[src/rtl/ikaopm_regwr_sched.sv]
// Register-write scheduler: latches the CPU address, holds one pending data write
// and releases it to the register file in the phi1 slot that owns the target register.
module ikaopm_regwr_sched #(
   parameter int BUSY_CYCLES = 64
) (
   input  logic       i_EMUCLK,
   input  logic       i_RST,
   input  logic       i_phi1_NCEN_n,
   input  logic       i_CYCLE_01,
   input  logic       i_WR,
   input  logic       i_A0,
   input  logic [7:0] i_DIN,
   output logic [7:0] o_ADDR,
   output logic       o_BUSY,
   output logic       o_DROP,
   output logic       o_REG_WE,
   output logic [7:0] o_REG_ADDR,
   output logic [7:0] o_REG_DATA,
   output logic [4:0] o_SLOT,
   output logic       o_SLOT_VALID
);

   typedef enum logic [1:0] {IDLE, PEND, ISSUE, HOLD} state_t;

   state_t     state, state_nxt;
   logic       cen, addr_wr, data_wr;
   logic [4:0] slot_nxt, tgt;
   logic [7:0] hold;

   assign cen     = ~i_phi1_NCEN_n;
   assign addr_wr = i_WR & ~i_A0;
   assign data_wr = i_WR & i_A0;

   function automatic logic [4:0] target_slot(input logic [7:0] a);
      if (a < 8'h20)      return 5'd0;
      else if (a < 8'h40) return {2'b00, a[2:0]};
      else                return a[4:0];
   endfunction

   // NOTE: every variable gets a default at the top of always_comb so no path infers a latch.
   always_comb begin
      slot_nxt = 5'd0;
      if (i_CYCLE_01)        slot_nxt = 5'd1;
      else if (o_SLOT_VALID) slot_nxt = o_SLOT + 5'd1;
   end

   // NOTE: sequential state uses non-blocking assignments so all registers update together.
   always_ff @(posedge i_EMUCLK) begin
      if (i_RST) state <= IDLE;
      else       state <= state_nxt;
   end

   always_comb begin
      state_nxt = state;
      case (state)
         IDLE:    if (data_wr) state_nxt = PEND;
         PEND:    if (cen && o_SLOT_VALID && slot_nxt == tgt) state_nxt = ISSUE;
         ISSUE:   if (cen) state_nxt = HOLD;
         HOLD:    if (cen && hold == 8'd1) state_nxt = IDLE;
         default: state_nxt = IDLE;
      endcase
   end

   // The write enable is a pure decode of the state register, so reset drops it at once.
   always_comb begin
      o_REG_WE = (state == ISSUE);
   end

   always_ff @(posedge i_EMUCLK) begin
      if (i_RST) begin
         o_SLOT       <= 5'd0;
         o_SLOT_VALID <= 1'b0;
         o_ADDR       <= 8'h00;
         o_REG_ADDR   <= 8'h00;
         o_REG_DATA   <= 8'h00;
         o_BUSY       <= 1'b0;
         o_DROP       <= 1'b0;
         tgt          <= 5'd0;
         hold         <= 8'd0;
      end else begin
         o_BUSY <= (state != IDLE);
         if (cen) begin
            o_SLOT <= slot_nxt;
            if (i_CYCLE_01) o_SLOT_VALID <= 1'b1;
         end
         if (addr_wr) o_ADDR <= i_DIN;
         if (data_wr) begin
            if (state == IDLE) begin
               o_REG_ADDR <= o_ADDR;
               o_REG_DATA <= i_DIN;
               tgt        <= target_slot(o_ADDR);
            end else begin
               o_DROP <= 1'b1;
            end
         end
         if (cen) begin
            if (state == ISSUE)                    hold <= 8'(BUSY_CYCLES);
            else if (state == HOLD && hold != 8'd0) hold <= hold - 8'd1;
         end
      end
   end

endmodule

[config.mk]
export PLATFORM = sky130hd
export DESIGN_NAME = ikaopm_regwr_sched
export DESIGN_NICKNAME = d
export VERILOG_FILES = /design/src/rtl/ikaopm_regwr_sched.sv
export SDC_FILE = /design/constraint.sdc
export NUM_CORES = 1
export LEC_CHECK = 0
export BUFFER_PORTS_ARGS = -buffer_cell sky130_fd_sc_hd__buf_2
export CORE_ASPECT_RATIO = 1.25
export CORE_MARGIN = 4
export CORE_UTILIZATION = 30
export CTS_BUF_LIST = sky130_fd_sc_hd__clkbuf_4
export CTS_CLUSTER_DIAMETER = 150
export DETAILED_ROUTE_END_ITERATION = 8
export GPL_ROUTABILITY_DRIVEN = 0
export GPL_TIMING_DRIVEN = 0
export HOLD_SLACK_MARGIN = 0.08
export PLACE_DENSITY = 0.51
export SLEW_MARGIN = 20
export SYNTH_ARGS = -nofsm -noshare
export SYNTH_HDL_FRONTEND = slang
export SYNTH_SLANG_ARGS = --single-unit
export TNS_END_PERCENT = 100
[constraint.sdc]
create_clock -name i_EMUCLK -period 4.4 [get_ports i_EMUCLK]
set_input_delay 0.44 -clock i_EMUCLK [delete_from_list [all_inputs] [get_ports i_EMUCLK]]
set_output_delay 0.44 -clock i_EMUCLK [all_outputs]
set_load 0.03 [all_outputs]
== After elaboration in Yosys (flattened, before gate mapping) ==
Index checks and enable logic that the tools add are counted.

* Register bits after elaboration: 47
* Input bits: 14

* Add/subtract/negate cells: 2
* Magnitude comparators: 2
* Equality and inequality tests: 9
* Multiplexer cells: 11
* Bitwise logic cells: 5
* Reduce and logical (&&, ||, !) cells: 13

{| class="wikitable"
|+ Operator list
! kind !! count
|-
| 5-bit 2-to-1 mux || 4
|-
| 8-bit 2-to-1 mux || 2
|-
| 8-bit by 1-bit equality test with 1-bit output (second input constant) || 1
|-
| 8-bit by 6-bit less-than comparator with 1-bit output (second input constant) || 1
|-
| 8-bit by 7-bit less-than comparator with 1-bit output (second input constant) || 1
|-
| 2-bit 2-to-1 mux || 4
|-
| 2-bit != test (second input constant) || 4
|-
| 2-bit one-hot mux with 4 select lines || 1
|-
| 2-bit AND reduction || 4
|-
| 8-bit nonzero test || 1
|-
| 8-bit by 1-bit subtractor with 8-bit output (second input constant) || 1
|-
| 5-bit by 1-bit adder with 5-bit output (second input constant) || 1
|-
| 5-bit equality test || 1
|-
| 2-bit equality test (second input constant) || 2
|-
| 1-bit logical AND || 4
|-
| 4-bit AND reduction || 1
|-
| 2-bit nonzero test || 2
|-
| 1-bit inverter || 3
|-
| 1-bit AND || 2
|-
| 2-bit by 1-bit equality test with 1-bit output (second input constant) || 1
|-
| 2-bit logical NOT || 1
|}

== Logic depth before layout (Yosys ltp) ==
Gate-level depths: netlist (run 1).

* Depth after elaboration: 7
* Mapped depth: 7
* Mapped depth without buffers: 7

== Worst setup path before layout (run 1) ==
OpenSTA, ideal clock, no wires.

* Path kind: reg2reg
* Start point: register o_SLOT[0]
* End point: register state[0]
* Arrival time: 2.182 ns
* Slack: 2.095 ns
* Stages on the path, launching flop included: 7
* Buffers on the path: 0
* Cell sequence: dfxtp_1 ha_1 xnor2_1 mux2_2 o211a_1 or4_4 mux2i_1

* Cells in the longest elaborated chain, start to end: 7

{| class="wikitable"
|+ Ends and longest elaborated chain
! element !! line !! source
|-
| start, declared || 19 || <nowiki>output logic [4:0] o_SLOT,</nowiki>
|-
| start signal, assigned || 83 || <nowiki>o_SLOT <= slot_nxt;</nowiki>
|-
| 5-bit by 1-bit adder with 5-bit output || 44 || <nowiki>else if (o_SLOT_VALID) slot_nxt = o_SLOT + 5'd1;</nowiki>
|-
| 5-bit 2-to-1 mux || 44 ||
|-
| 5-bit 2-to-1 mux || 43 || <nowiki>if (i_CYCLE_01) slot_nxt = 5'd1;</nowiki>
|-
| 5-bit equality test || 57 || <nowiki>PEND: if (cen && o_SLOT_VALID && slot_nxt == tgt) state_nxt = ISSUE;</nowiki>
|-
| 1-bit logical AND || 57 ||
|-
| 2-bit != test (no line) || -- ||
|-
| 4-bit AND reduction (no line) || -- ||
|-
| end signal, assigned || 50 || <nowiki>else state <= state_nxt;</nowiki>
|-
| end, declared || 25 || <nowiki>state_t state, state_nxt;</nowiki>
|}

Every way passes these cells.
A chain may end at the register's enable or synchronous reset.

== Final worst setup path (run 1) ==
* Start point: register o_SLOT[0]
* End point: register state[1]

Same word-level chain as after synthesis.

==> flow_summary_export.csv, run 1 <==
group,metric,value,unit
run_status,status,"complete, no violations",
final_layout,postLayoutCoreUtil,37.13,%
routing,routed_wl,5556,µm
clock_network,clockBufferDepth,2,
clock_network,cts_inserted_buffers,5,
routing,vias_per_cell,4.819,
yosys,synth_nets,283,
final_layout,area_growth,19.10,%
run,max-cap-violations,0,
clock_network,htree_levels,2,
sta,relSlewSlack,59.74,%
worst_setup_path,crit_type,"reg2reg",
yosys,yosysUniqueCellTypes,40,
sta,fin_crit,2306,ps
sta,fmax,433.6,MHz
placed_design,hpwl,4190,µm
floorplanning,die_y,103.5,µm
yosys,yosys_warnings,0,
global_routing,grt_max_degree,17,
yosys,yosys.area.top_type,"dfxtp_1",
worst_setup_path,endpoint_kind,"register",
floorplanning,ios,47,
clock_network,cts-hold-fix-buffers,0,
routing,drc,0,
sta,fin_skew,16.84,ps
clock_network,cts.repair.resized,0,
yosys,async_reset_ff_share,0,%
final_layout,final_layout_size_suffix_gt1_share,17.83,%
worst_setup_path,path_cells,"ha_1 > xnor2_1 > mux2_2 > o211a_1 > or4_4 > o211ai_1",
placed_design,io_buffers,44,
yosys,ys_seq_elements,47,
final_layout,nNetsFinal,334,
global_routing,overflow,0,
clock_network,cts_tree,"built",
floorplanning,die_x,84.39,µm
clock_network,cts_sinks,47,
sta,grt_setup_unrepaired,"no",
floorplanning,num_rows,34,
clock_network,clk_latency,370,ps
yosys,syn_inst,262,
worst_setup_path,r2r_start,"o_SLOT[0]",
yosys,synthTopCellsByCount,"47 x dfxtp_1, 38 x nand2_1, 31 x nor2_1, 27 x a21oi_1, 14 x mux2i_1",
floorplanning,core,0.007019,mm²
routing,postRouteAntennaNets,0,
worst_setup_path,arrival,2610,ps
yosys,synthFlopType,"dfxtp_1",
sta,final.setup.tns,0,ps
yosys,synth_edf_count,0,
worst_setup_path,worstPathRequired,4700,ps
yosys,seq_area_frac_synth,43.00,%
sta,finalSetupViolations,0,
min_path,hp-start,"i_DIN[5]",
worst_setup_path,worst_setup_path_start_kind,"register",
yosys,yosys.cell_count.top_type,"dfxtp_1",
routing,drtPass1Iterations,4,
worst_setup_path,setup.worst_path.start,"o_SLOT[0]",
worst_setup_path,cp_slowest_stage_delay,540,ps
clock_network,postCtsSetupBuffers,0,
clock_network,cts.reportedPaths.clkPinSlew,160,ps
global_routing,grt_pass1_wl,9204,µm
yosys,synth_top_area_share,43.00,%
sta,worstMarginPinSlew,603.9,ps
final_layout,num_antenna_cells,0,
yosys,synthTopCellsByArea,"dfxtp_1 43%, nand2_1 6.5%, mux2i_1 6.4%",
power,p_per_area,407.0,mW/mm²
routing,vias,1947,
global_routing,grt_pass1_vias,1933,
power,power.leakage,0.001133,µW
sta,fin_crit_sh,52.42,%
worst_setup_path,cpMaxStageDelayCell,"or4_4",
min_path,hp-class,"in2reg",
worst_setup_path,cp_num_buf_inv,0,
sta,hold_violations,0,
worst_setup_path,critPathMaxFanout,6,
floorplanning,start_util,31.18,%
power,vdd_drop_max,213.3,µV
sta,slew_viol_final,0,
worst_setup_path,cp_top_family,"simple AND/OR/NAND/NOR gates",
clock_network,root_buffer,"clkbuf_4",
global_routing,grt_usage,13.16,%
routing,wl_per_cell,13.75,µm
yosys,synthesis.area,0.002188,mm²
global_routing,antenna_found_initial,0,
yosys,synth.avg_cell_area,8.352,µm²
floorplanning,die_area,0.008734,mm²
final_layout,fillCellCount,765,
routing,drt-initial-drc-count,45,
tightest hold or removal path, delay by kind of cell:
family,cells,cell delay [ps]
AOI/OAI and AO/OA,1,50
buffers and inverters,1,100
and+or+nand+nor,1,50
metrics by stage:
stage	hold WS [ps]	worst slack [ps]	total power, µW	area, µm²	instances
final	286.6	2094	1061	2606	404
after global routing	285.1	1902	1124	2606	404
after CTS	266.9	2073	1080	2606	404
after detailed placement	446.1	2107	798.5	2521	396
after global placement	439.6	2144	793.7	2521	396
after floorplan	443.7	2095	714.2	2188	262
flip-flops by register name (all words and copies together) (netlist names):
signal	flops
o_ADDR	8
hold	8
o_REG_ADDR	8
o_REG_DATA	8
o_SLOT_VALID	1
o_BUSY	1
o_DROP	1
o_SLOT	5
tgt	5
state	2
placed cells by master (no fill, tap or decap), drive strengths merged, types with 2 or more instances in the layout:
master  instances
o211ai          7
a22oi           4
or3b            2
or4             2
a21oi          27
nor4            2
nor3            5
o21ai           6
xor2            7
nand3           8
xnor2           2
a21boi          2
nand3b          4
buf            44
mux2i          14
and3            4
nand2b          5
dfxtp          47
ha              7
clkbuf         18
inv             9
a31oi           3
nand2          38
nor2b           3
nor2           31
worst paths after layout:
check                   to  slack (ps)  cells past startpoint
max               state[1]        2090                      6
min          o_REG_DATA[5]         290                      3
max reg2reg       state[1]        2090                      6
min reg2reg  o_REG_DATA[1]         460                      2
cell type report:
class                      count  area (µm²)  share of cell area (%)
buffer                        13       48.80                   1.872
clock buffer                   5       37.54                   1.440
clock inverter                 3       47.55                   1.824
inverter                       8       30.03                   1.152
multi-input combinational    194        1169                   44.84
sequential                    47       940.9                   36.10
tap                           90       112.6                   4.321
timing repair buffer          44       220.2                   8.449
power by group:
| part | total (µW) | internal (µW) | switching, µW |
|---|---|---|---|
| logic | 295 | 104 | 191 |
| clock network | 276 | 123 | 153 |
| registers | 491 | 460 | 30.2 |
metal layers:
layer / track usage (%) / vias to the layer above / share of wire [%]
li1: - / 1008 / -
met1: 14.47 / 895 / 43
met2: 25.21 / 37 / 51
met3: 3.170 / 7 / 4.5
met4: 3.898 / 0 / 1.1
met5: 0 / - / 0
cells by family after synthesis:
logic type,count (synthesis),share of synthesized area (%)
compound gates,54,14.81
xor+xnor,9,3.602
fa+ha+maj,7,4.002
flops,47,43.00
buf+inv,21,3.602
simple gates,109,24.07
mux,15,6.918
Power figures use the tool's default switching activity.
==> inputs of run 2 (changes only) <==
clock period = 2.2 ns   (was 4.4 ns; I/O delays follow)
==> run 2 against run 1 <==
Net effect:
- hold slack got worse by 130 ps
- highest routed layer unchanged
- critical path depth did not move
- flip-flop and latch count did not move
- critical path type unchanged
- critical endpoint unchanged
- largest cell class unchanged
==> flow_summary_export.csv, run 2 (synthesis gave the netlist of run 1 again) <==
group,metric,value,unit
worst_setup_path,reg2reg_to,"state[1]",
worst_setup_path,cp_slowest_stage_delay,530,ps
floorplanning,die_area,0.008734,mm²
sta,fin_crit,2167,ps
sta,grt_setup_unrepaired,"no",
floorplanning,die_y,103.5,µm
worst_setup_path,cp_num_buf_inv,0,
power,vdd_drop_max,465.2,µV
run_status,status,"complete, no violations",
sta,hold_ws,152.9,ps
final_layout,num_antenna_cells,0,
worst_setup_path,r2r_start,"o_SLOT[0]",
placed_design,io_buffers,44,
min_path,min_to,"o_DROP",
worst_setup_path,worst_setup_path_start_kind,"register",
floorplanning,core,0.007019,mm²
worst_setup_path,reg2reg_depth,6,
global_routing,antenna_found_initial,0,
clock_network,htree_levels,2,
worst_setup_path,critPathMaxFanout,4,
routing,drt-initial-drc-count,45,
final_layout,mostFrequentLayoutCells,"45 x dfxtp_1, 44 x buf_2, 38 x nand2_1",
global_routing,grt_pass1_vias,1981,
min_path,hp-start,"i_A0",
placed_design,hpwl,4077,µm
final_layout,fillCellCount,748,
routing,wl_per_cell,13.40,µm
placed_design,placedCellCount,396,
worst_setup_path,worstPathRequired,2490,ps
final_layout,postLayoutCoreUtil,38.36,%
global_routing,overflow,0,
floorplanning,num_rows,34,
final_layout,nNetsFinal,344,
global_routing,grt_max_degree,17,
routing,drtPass1Iterations,4,
sta,slew_viol_final,0,
floorplanning,die_x,84.39,µm
sta,relSlewSlack,58.97,%
worst_setup_path,arrival,2460,ps
routing,vias_per_cell,4.826,
clock_network,clockBufferDepth,2,
min_path,whs_path_depth,3,
clock_network,root_buffer,"clkbuf_4",
sta,fin_crit_sh,98.48,%
sta,hold_violations,0,
final_layout,area_growth,23.04,%
floorplanning,start_util,31.18,%
floorplanning,ios,47,
final_layout,layoutNonFillerInstCount,414,
clock_network,clk_latency,370,ps
final_layout,mostFrequentLayoutCell,"dfxtp_1",
worst_setup_path,r2r_setup_slack,30,ps
run,max-cap-violations,0,
worst_setup_path,endpoint_kind,"register",
clock_network,cts_sinks,47,
sta,final.setup.tns,0,ps
worst_setup_path,cp_top_family,"simple AND/OR/NAND/NOR gates",
routing,vias,1998,
final_layout,final_layout_size_suffix_gt1_share,19.44,%
clock_network,cts_inserted_buffers,5,
routing,routed_wl,5549,µm
routing,postRouteAntennaNets,0,
sta,fmax,461.6,MHz
worst_setup_path,path_cells,"ha_2 > xnor2_2 > or4_1 > o211a_1 > or4_4 > o211ai_1",
worst_setup_path,cpMaxStageDelayCell,"or4_4",
worst_setup_path,crit_type,"reg2reg",
power,power.leakage,0.001169,µW
sta,fin_skew,19.25,ps
global_routing,grt_pass1_wl,9342,µm
sta,worstMarginPinSlew,615.5,ps
global_routing,grt_usage,13.18,%
min_path,hp-class,"in2reg",
routing,drc,0,
clock_network,cts.reportedPaths.clkPinSlew,150,ps
power,p_per_area,751.7,mW/mm²
clock_network,cts_tree,"built",
sta,finalSetupViolations,0,
## run 2: cell types whose count changed in the layout (fill, tap and decap cells not counted), sizes merged
cell	change
bufinv	-1
inv	+1
buf	+2
dlygate4sd3	+8
## run 2: worst max-delay path by stage
stage / from / end / slack [ps] / cells past startpoint
after global placement: o_SLOT[0] / state[0] / -10 / 6
after detailed placement: o_SLOT[0] / state[1] / -50 / 6
after CTS: o_SLOT[0] / state[1] / 20 / 6
after floorplan: o_SLOT[0] / state[0] / 40 / 6
after global routing: o_SLOT[0] / state[1] / 4 / 6
final: o_SLOT[0] / state[1] / 30 / 6
## run 2: final cells by class
class | instances | area (µm²) | share of cell area, %
Multi-Input combinational cell | 194 | 1179 | 43.77
Sequential cell | 47 | 945.9 | 35.13
Timing Repair Buffer | 54 | 315.3 | 11.71
Tap cell | 90 | 112.6 | 4.182
Buffer | 13 | 50.05 | 1.859
Clock buffer | 5 | 37.54 | 1.394
Inverter | 8 | 30.03 | 1.115
Clock inverter | 3 | 22.52 | 0.8364
## run 2: power breakdown
| part | leakage [µW] | internal [µW] | total [µW] | switching [µW] |
|---|---|---|---|---|
| clock network | 0.0000360 | 132 | 444 | 312 |
| registers | 0.000383 | 920 | 977 | 56.6 |
| logic | 0.000751 | 220 | 603 | 384 |
| total | 0.00117 | 1270 | 2020 | 752 |
## run 2: layer usage
metal  GRT usage, %  routed length (µm)  vias up
met5              0                   0        -
met4          3.289                  51        0
met3          3.249                 292        4
met2          24.30                2797       56
met1          15.44                2408      910
li1               -                   -     1028
## run 2: timing repair
item	CTS	global route
resized for setup	3	2
buffers inserted	1	1
endpoints found under the setup margin	2	10
hold endpoints to repair	12	0
hold buffers	8	0
## run 2: metrics by stage
step	setup WS, ps	total power, µW	area (µm²)
3_5_place_dp	-49.59	1590	2524
4_1_cts	21.50	2053	2684
2_1_floorplan	40.95	1429	2191
6_report	33.50	2024	2693
5_1_grt	4.030	2157	2693
3_3_place_gp	-14.04	1589	2524
## run 2: worst reg2reg max path, cell delays in order (launching register included)
cell and delay, ps:
dfxtp_4 370, ha_2 210, xnor2_2 160, or4_1 490, o211a_1 170, or4_4 530
o211ai_1 180
